<file path="config.mk">
export PLATFORM = sky130hd
export DESIGN_NAME = muldiv_ctrl
export DESIGN_NICKNAME = d
export VERILOG_FILES = /design/src/rtl/muldiv_ctrl.sv
export SDC_FILE = /design/constraint.sdc
export NUM_CORES = 1
export LEC_CHECK = 0
export BUFFER_PORTS_ARGS = -buffer_cell sky130_fd_sc_hd__buf_4
export CELL_PAD_IN_SITES_DETAIL_PLACEMENT = 0
export CELL_PAD_IN_SITES_GLOBAL_PLACEMENT = 1
export CORE_MARGIN = 2
export CORE_UTILIZATION = 41
export CTS_BUF_LIST = sky130_fd_sc_hd__clkbuf_8
export CTS_CLUSTER_DIAMETER = 150
export CTS_CLUSTER_SIZE = 8
export DETAILED_ROUTE_END_ITERATION = 10
export GPL_ROUTABILITY_DRIVEN = 0
export PLACE_DENSITY = 0.82
export SLEW_MARGIN = 20
export SYNTH_ARGS = -nofsm -noshare
export SYNTH_HDL_FRONTEND = slang
export SYNTH_SLANG_ARGS = --single-unit
</file>
<file path="constraint.sdc">
create_clock -name clk -period 4.7 [get_ports clk]
set_clock_uncertainty 0.05 [all_clocks]
set_input_delay 1.41 -clock clk [delete_from_list [all_inputs] [get_ports clk]]
set_output_delay 1.41 -clock clk [all_outputs]
set_load 0.03 [all_outputs]
</file>
<file path="src/rtl/muldiv_ctrl.sv">
// Iterative HI/LO multiply/divide unit for a MIPS-style pipeline.
// 32-cycle shift-add multiply and restoring divide with MTHI/MTLO access.
module muldiv_ctrl (
    input  logic        clk,
    input  logic        rst,
    input  logic        start,
    input  logic [5:0]  funct,
    input  logic [31:0] operand_a,
    input  logic [31:0] operand_b,
    input  logic        flush,
    input  logic        hi_we,
    input  logic        lo_we,
    input  logic [31:0] wdata,
    output logic        stall_req,
    output logic        done,
    output logic [31:0] hi,
    output logic [31:0] lo
);

    typedef enum logic [1:0] {
        IDLE = 2'd0,
        BUSY = 2'd1,
        DONE = 2'd2
    } state_t;

    state_t      state_q, state_d;
    logic [4:0]  cnt_q, cnt_d;
    logic [1:0]  funct_q, funct_d;
    logic        neg_q, neg_d;
    logic        rneg_q, rneg_d;
    logic [31:0] opnd_q, opnd_d;
    logic [63:0] acc_q, acc_d;
    logic [31:0] hi_q, hi_d;
    logic [31:0] lo_q, lo_d;
    logic        done_q, done_d;

    logic        valid_op;
    logic        in_div;
    logic        a_neg;
    logic        b_neg;
    logic [31:0] a_mag;
    logic [31:0] b_mag;
    logic [32:0] mul_sum;
    logic [63:0] mul_nxt;
    logic [32:0] div_trial;
    logic [63:0] div_nxt;
    logic [63:0] acc_nxt;
    logic [63:0] prod;
    logic [31:0] quot;
    logic [31:0] rem;
    logic [31:0] res_hi;
    logic [31:0] res_lo;

    // Decode the request and form operand magnitudes for signed ops
    always_comb begin
        valid_op = start && (funct[5:2] == 4'b0110);
        in_div   = funct[1];
        a_neg    = !funct[0] && operand_a[31];
        b_neg    = !funct[0] && operand_b[31];
        a_mag    = a_neg ? (32'd0 - operand_a) : operand_a;
        b_mag    = b_neg ? (32'd0 - operand_b) : operand_b;
    end

    // One iteration of shift-add multiply or restoring divide
    always_comb begin
        mul_sum   = {1'b0, acc_q[63:32]}
                  + (acc_q[0] ? {1'b0, opnd_q} : 33'd0);
        mul_nxt   = {mul_sum, acc_q[31:1]};
        div_trial = acc_q[63:31] - {1'b0, opnd_q};
        if (!div_trial[32])
            div_nxt = {div_trial[31:0], acc_q[30:0], 1'b1};
        else
            div_nxt = {acc_q[62:0], 1'b0};
        acc_nxt = funct_q[1] ? div_nxt : mul_nxt;
    end

    // Apply result signs to the final iteration's accumulator
    always_comb begin
        prod = (neg_q && !funct_q[0]) ? (64'd0 - acc_nxt) : acc_nxt;
        quot = (neg_q && !funct_q[0]) ? (32'd0 - acc_nxt[31:0])
                                      : acc_nxt[31:0];
        rem  = (rneg_q && !funct_q[0]) ? (32'd0 - acc_nxt[63:32])
                                       : acc_nxt[63:32];
        res_hi = funct_q[1] ? rem  : prod[63:32];
        res_lo = funct_q[1] ? quot : prod[31:0];
    end

    // Freeze upstream while a request is being accepted or iterating
    always_comb begin
        if (rst)
            stall_req = valid_op;
        else
            stall_req = ((state_q == IDLE) && valid_op)
                      || (state_q == BUSY);
    end

    // FSM and datapath next-state
    always_comb begin
        state_d = state_q;
        cnt_d   = cnt_q;
        funct_d = funct_q;
        neg_d   = neg_q;
        rneg_d  = rneg_q;
        opnd_d  = opnd_q;
        acc_d   = acc_q;
        hi_d    = hi_q;
        lo_d    = lo_q;
        done_d  = 1'b0;
        unique case (state_q)
            IDLE: begin
                if (valid_op && !flush) begin
                    funct_d = funct[1:0];
                    cnt_d   = 5'd0;
                    neg_d   = a_neg ^ b_neg;
                    if (in_div) begin
                        rneg_d = a_neg;
                        opnd_d = b_mag;
                        acc_d  = {32'd0, a_mag};
                        if (operand_b == 32'd0) begin
                            state_d = DONE;
                            hi_d    = operand_a;
                            lo_d    = 32'hFFFF_FFFF;
                            done_d  = 1'b1;
                        end else begin
                            state_d = BUSY;
                        end
                    end else begin
                        rneg_d  = 1'b0;
                        opnd_d  = a_mag;
                        acc_d   = {32'd0, b_mag};
                        state_d = BUSY;
                    end
                end else if (!valid_op) begin
                    if (hi_we) hi_d = wdata;
                    if (lo_we) lo_d = wdata;
                end
            end
            BUSY: begin
                if (flush) begin
                    state_d = IDLE;
                end else begin
                    acc_d = acc_nxt;
                    cnt_d = cnt_q + 5'd1;
                    if (cnt_q == 5'd31) begin
                        state_d = DONE;
                        hi_d    = res_hi;
                        lo_d    = res_lo;
                        done_d  = 1'b1;
                    end
                end
            end
            DONE: begin
                state_d = IDLE;
            end
            default: begin
                state_d = IDLE;
            end
        endcase
    end

    // State registers with synchronous reset
    always_ff @(posedge clk) begin
        if (rst) begin
            state_q <= IDLE;
            cnt_q   <= 5'd0;
            funct_q <= 2'd0;
            neg_q   <= 1'b0;
            rneg_q  <= 1'b0;
            opnd_q  <= 32'd0;
            acc_q   <= 64'd0;
            hi_q    <= 32'd0;
            lo_q    <= 32'd0;
            done_q  <= 1'b0;
        end else begin
            state_q <= state_d;
            cnt_q   <= cnt_d;
            funct_q <= funct_d;
            neg_q   <= neg_d;
            rneg_q  <= rneg_d;
            opnd_q  <= opnd_d;
            acc_q   <= acc_d;
            hi_q    <= hi_d;
            lo_q    <= lo_d;
            done_q  <= done_d;
        end
    end

    assign done = done_q;
    assign hi   = hi_q;
    assign lo   = lo_q;

endmodule

</file>
# Yosys cells after proc, flatten, opt, wreduce, memory -nomap -nowiden
# Cells that the tools add are included.
# op_classes
add_sub_neg,8
n_mul,0
div,0
n_lt_le_gt_ge,0
eq_ne,12
n_shift,0
muxes,48
bitwise_logic,1
n_reduce_logical,19
# op_table
operator,n
32-bit two-way mux,23
64-bit two-way mux,5
32-bit one-hot mux with 2 select lines,2
64-bit one-hot mux with 2 select lines,1
1-bit by 32-bit subtractor with 32-bit output (first input constant),4
1-bit by 64-bit subtractor with 64-bit output (first input constant),1
32-bit by 32-bit adder with 33-bit output,1
33-bit by 32-bit subtractor with 33-bit output,1
32-bit zero test,1
3-bit by 2-bit inequality test with 1-bit output (second input constant),5
7-bit AND reduction,2
2-bit two-way mux,5
5-bit two-way mux,2
5-bit one-hot mux with 2 select lines,1
1-bit logical AND,7
1-bit two-way mux,7
5-bit by 1-bit adder with 5-bit output (second input constant),1
5-bit equality test (second input constant),1
4-bit by 3-bit equality test with 1-bit output (second input constant),1
2-bit by 1-bit inequality test with 1-bit output (second input constant),2
2-bit one-hot mux with 2 select lines,1
2-bit AND reduction,2
1-bit zero test,3
3-bit inequality test (second input constant),1
other kinds (8),8
# totals
register_bits,172
latchBits,0
ram_bits,0
rom_bits,0
inputBits,108
output_inout_bits,66
elab_cells,98
mem_count,0

# Logic depth before layout (Yosys ltp)
# logic_depth
word_depth,9
depth_mapped,27
ltp_nobuf,25

# Least setup slack after synthesis
# OpenSTA, ideal clock, no wires.
# synth_path
path_kind,input to register
startpoint,input operand_b[5]
endpoint,"register hi_q[28], in the netlist hi[28]"
setup_ps,73
t_arrival_ps,4720
required_time_ps,4577
slack_ps,-143
cell_stages,12
n_path_buf,0
cell_sequence,or3_1 > or3_1 > nor2_1 > and3b_1 > nand2_1 > or4_1 > nor4b_2 > o31ai_1 > a31oi_1 > nand2_1 > or4_1 > o211ai_2
# synth_via
elab_chain_cells,3
# synth_rtl
element,line,rtl
from (decl),9,"input logic [31:0] operand_b,"
32-bit zero test,119,if (operand_b == 32'd0) begin
3-bit by 2-bit inequality test with 1-bit output (no source line),n/a,
7-bit AND reduction (no source line),n/a,
to (signal assigned),182,hi_q <= hi_d;
to (decl),33,"logic [31:0] hi_q, hi_d;"
# Every way passes these cells.
# A chain may end at the register's enable or synchronous reset.

# Worst setup path after layout
# layout_path
startpoint,register acc_q[31]
endpoint,"register hi_q[11], in the netlist hi[11]"
# layout_via
elab_chain_cells,9
word_cells_on_any_way,11
# layout_rtl
element,line,rtl
from (decl),32,"logic [63:0] acc_q, acc_d;"
from (signal assigned),170,acc_q <= 64'd0;
from (signal assigned),181,acc_q <= acc_d;
33-bit by 32-bit subtractor with 33-bit output,69,"div_trial = acc_q[63:31] - {1'b0, opnd_q};"
64-bit two-way mux,70,if (!div_trial[32])
64-bit two-way mux (*),74,acc_nxt = funct_q[1] ? div_nxt : mul_nxt;
1-bit by 64-bit subtractor with 64-bit output or 1-bit by 32-bit subtractor with 32-bit output (tied branches),"79, 82",
64-bit two-way mux or 32-bit two-way mux (tied branches),"79, 82",
32-bit two-way mux (*),84,res_hi = funct_q[1] ? rem : prod[63:32];
32-bit two-way mux (*),144,if (cnt_q == 5'd31) begin
32-bit two-way mux (*),139,if (flush) begin
32-bit one-hot mux with 2 select lines (*),109,unique case (state_q)
# Every way passes the cells marked *; elsewhere a longest branch is shown, timed or not. The select of a mux whose other input is x is not followed.

==> run summary <==
Initial Util = 41.7%
R2R Path Start = acc_q[31]
maximum vdd ir drop = 177 uV
worst setup margin = -0.0718 ns
Logic pwr share = 30.6%
CP max FO = 4
insertion delay to the later sink of the worst-skew pair = 0.52 ns
count of cell types in the netlist = 95
largest net degree at the start of global routing = 150
PD cells = 183 mW/mm2
Post-synth EDFFs = 0
P_sw = 0.00144 W
share of layout cells above drive strength 1 = 26.1%
drt wl/cell = 23.0 um
CP cell instances = inv_2 -> ha_4 -> inv_2 -> fa_2 -> a211oi_4 -> o211ai_2 -> a41o_4 -> buf_12 -> o2111ai_4 -> buf_6 -> nand3_4 -> buf_6 -> a2111o_1 -> o311ai_4 -> buf_6 -> buf_6 -> buf_6 -> nand3_1 -> o311ai_0 -> o21ai_0 -> xnor2_1 -> a221oi_1 -> nor2_1
Seq/Total Area, Yosys = 21.3%
First-pass DRT Iterations = 8
async set-or-reset flop fraction in the synthesized netlist = 0%
sequential power share = 39.4%
H-tree depth = 4
max incr delay on CP = 0.44 ns
clock period minus worst slack = 4.77 ns
cell mode on critical path = buf_6
final setup fails = 3
Synth Warn # = 0
Data arrival, critical path = 5.11 ns
Clock power frac = 30.0%
Reg clk slew, reported paths = 0.10 ns
Synth area leader = dfxtp_1
Worst setup EP type = register
WP data required = 5.04 ns
Slowest cell on crit path = o311ai_0
sw frac = 36.7%
final period utilization = 102%
Final Hold Viols = 0
ANT cells = 0
IO Port Bufs = 173
violated checks = setup timing
Worst path top cell family by delay = compound AO/OA/AOI/OAI gates
Synth area leaders = dfxtp_1, nand2_1, a21oi_1
RSZ-0062 raised after global routing = yes
GRT Total Usage = 34.4%
fin nets = 2,837
total core area = 0.0388 mm2
first-pass GRT wire length = 109,000 um
total CTS buffers = 17
die area = 0.0411 mm2
FP Rows = 72
IO Count = 174
Hold Crit Class = register to register
initial antenna violation count = 2
hold buffers post-CTS = 0
DP HPWL = 56,300 um
fillcell total = 3,743
vias in the first global route = 18,800
post-route ant nets = 0
Yosys top cell area share = 21.3%
Root Buffer = clkbuf_8
CP Launch Type = register
Min-Delay Startpoint = lo[26]
placed cell count = 3,109
DR iter-0 viols = 2,490
outcome = complete, but fails checks
LEAKAGE = 8.93 nW
Die X = 203 um
Post-Syn Instances = 2,279
detailed-route via count = 19,700
syn avg cell area = 7.10 um2
top_reg_cell synth = dfxtp_1
Post-Layout Cell Count = 3,188
Mapped Nets = 2,459
total wire length = 73,200 um
grt total ovfl = 0
number of synthesized register bits = 172
Clock Path Buffers = 2
Mapped Area = 0.0162 mm2
DRC Markers = 0
worst slew pin tran = 1.13 ns
Max Freq = 210 MHz
crit path from = acc_q[31]
synth-to-layout area growth = 31.6%
Tot Pwr = 0.00391 W
kind of critical path = register to register
Internal Power = 0.00247 W
TritonCTS clock tree = done
sum of buffers and inverters on the critical path = 8
slew margin rel. = 23.7%
Max-Cap Viols = 0
die height = 203 um
max-slew violation count = 0
Vias per Instance = 6.19
CTS sink count = 172
==> path summary, 6_finish.rpt <==
| path | end | slack (ns) | cells after the start |
|---|---|---|---|
| worst max-delay path | hi[11] | -0.07 | 23 |
| worst min-delay path | lo[26] | 0.41 | 2 |
| worst max register to register | hi[11] | -0.07 | 23 |
| worst min register to register | lo[26] | 0.41 | 2 |
==> state kept, by name, summed over array words and instances, names as in the netlist, 2 cells and up <==
name     cells
acc_q       64
cnt_q        5
funct_q      2
hi          32
lo          32
opnd_q      32
state_q      2
==> power by group through the flow <==
stage	Clock, W	Combinational (W)	Sequential [W]
CTS	0.00118	0.00114	0.00154
finish	0.00117	0.00120	0.00154
global placement	0	0.00109	0.00157
detailed placement	0	0.00110	0.00157
floorplan	0	0.000528	0.00164
global route	0.00123	0.00126	0.00154
==> final cells by class <==
type                       count  area (um2)  share of cell area (%)
clock buffer                  17         234                    1.10
clock inverter                15         180                   0.846
inverter                      64         240                    1.13
multi-input combinational   1886       12500                    58.9
sequential                   172        3450                    16.2
tap                          518         648                    3.04
timing repair buffer         516        4000                    18.8
==> cell usage after synthesis, types with 10 or more instances <==
master,number
nand2_1,318
a21oi_1,217
nor2_1,210
dfxtp_1,172
clkbuf_1,130
o21ai_0,123
xnor2_1,90
o211ai_1,86
nor3_1,81
ha_1,70
xor2_1,68
inv_1,64
mux2i_1,61
and2_1,45
a31oi_1,42
a211oi_1,37
nand3_1,37
o221ai_1,32
nor4_1,26
a21o_1,21
nand4_1,21
o31ai_1,19
nand2b_1,18
or3_1,18
and3_1,16
buf_2,14
nor2b_1,14
a31o_2,11
a22o_1,10
a311oi_1,10
o21a_1,10
==> worst min-delay path, delay by kind of cell (launching register included) <==
kind	cells	cell delay, ns
AO/OA/AOI/OAI	1	0.05
flip-flops	1	0.32
AND/OR/NAND/NOR	1	0.05
==> stage by stage <==
| step | instance area (um2) | worst slack (ns) | hold WS, ns | util (%) | TNS, ns |
|---|---|---|---|---|---|
| 5_1_grt | 21300 | -0.152 | 0.431 | 54.9 | -1.42 |
| 3_5_place_dp | 19800 | -0.446 | 0.396 | 51.1 | -3.95 |
| 4_1_cts | 20800 | -0.0759 | 0.410 | 53.7 | -0.216 |
| 3_3_place_gp | 19800 | -0.236 | 0.396 | 51.1 | -2.01 |
| 2_1_floorplan | 16200 | -0.00719 | 0.390 | - | -0.0107 |
| 6_report | 21300 | -0.0718 | 0.408 | 54.9 | -0.114 |
==> cells by family (layout without fill, tap and decap cells) <==
kind of cell	Yosys count	in the layout	synth area share, %
simple gates	851	851	24.4
compound gates	737	737	30.5
buf+inv	221	612	5.37
flops	172	172	21.3
xor+xnor	158	158	8.55
fa+ha+maj	72	72	5.66
mux	68	68	4.28
==> cell usage in the layout (no fill, tap or decap), drive strengths merged, types with 10 or more instances in the layout <==
cell | synthesis | routed
a22o | 10 | 10
nor3 | 82 | 82
o211ai | 88 | 88
nor2 | 211 | 211
nand2b | 18 | 18
o21a | 10 | 10
nand3 | 39 | 39
a31oi | 42 | 42
o21ai | 131 | 131
a221oi | 11 | 11
a21o | 21 | 21
buf | 27 | 516
inv | 64 | 71
clkbuf | 130 | 17
o221ai | 32 | 32
a311oi | 11 | 11
a211oi | 39 | 39
o31ai | 19 | 19
xor2 | 68 | 68
dfxtp | 172 | 172
mux2i | 61 | 61
nand2 | 319 | 319
a31o | 11 | 11
and3 | 16 | 16
nor4 | 27 | 27
or3 | 18 | 18
and2 | 46 | 46
nor2b | 14 | 14
a21oi | 220 | 220
ha | 70 | 70
xnor2 | 90 | 90
nand4 | 21 | 21
==> timing repair <==
| item | CTS | global route |
|---|---|---|
| setup buffers | 37 | 15 |
| setup endpoints to repair | 25 | 34 |
| resized for setup | 67 | 72 |
| pin swaps | 42 | 64 |
==> per-layer routing <==
layer / track usage [%] / part of all wire (%)
met5: 0 / 0.048
met4: 19.1 / 6.5
met3: 6.95 / 9.5
met2: 56.2 / 45
met1: 42.4 / 39
No activity file was read; power rests on OpenSTA's default activity.
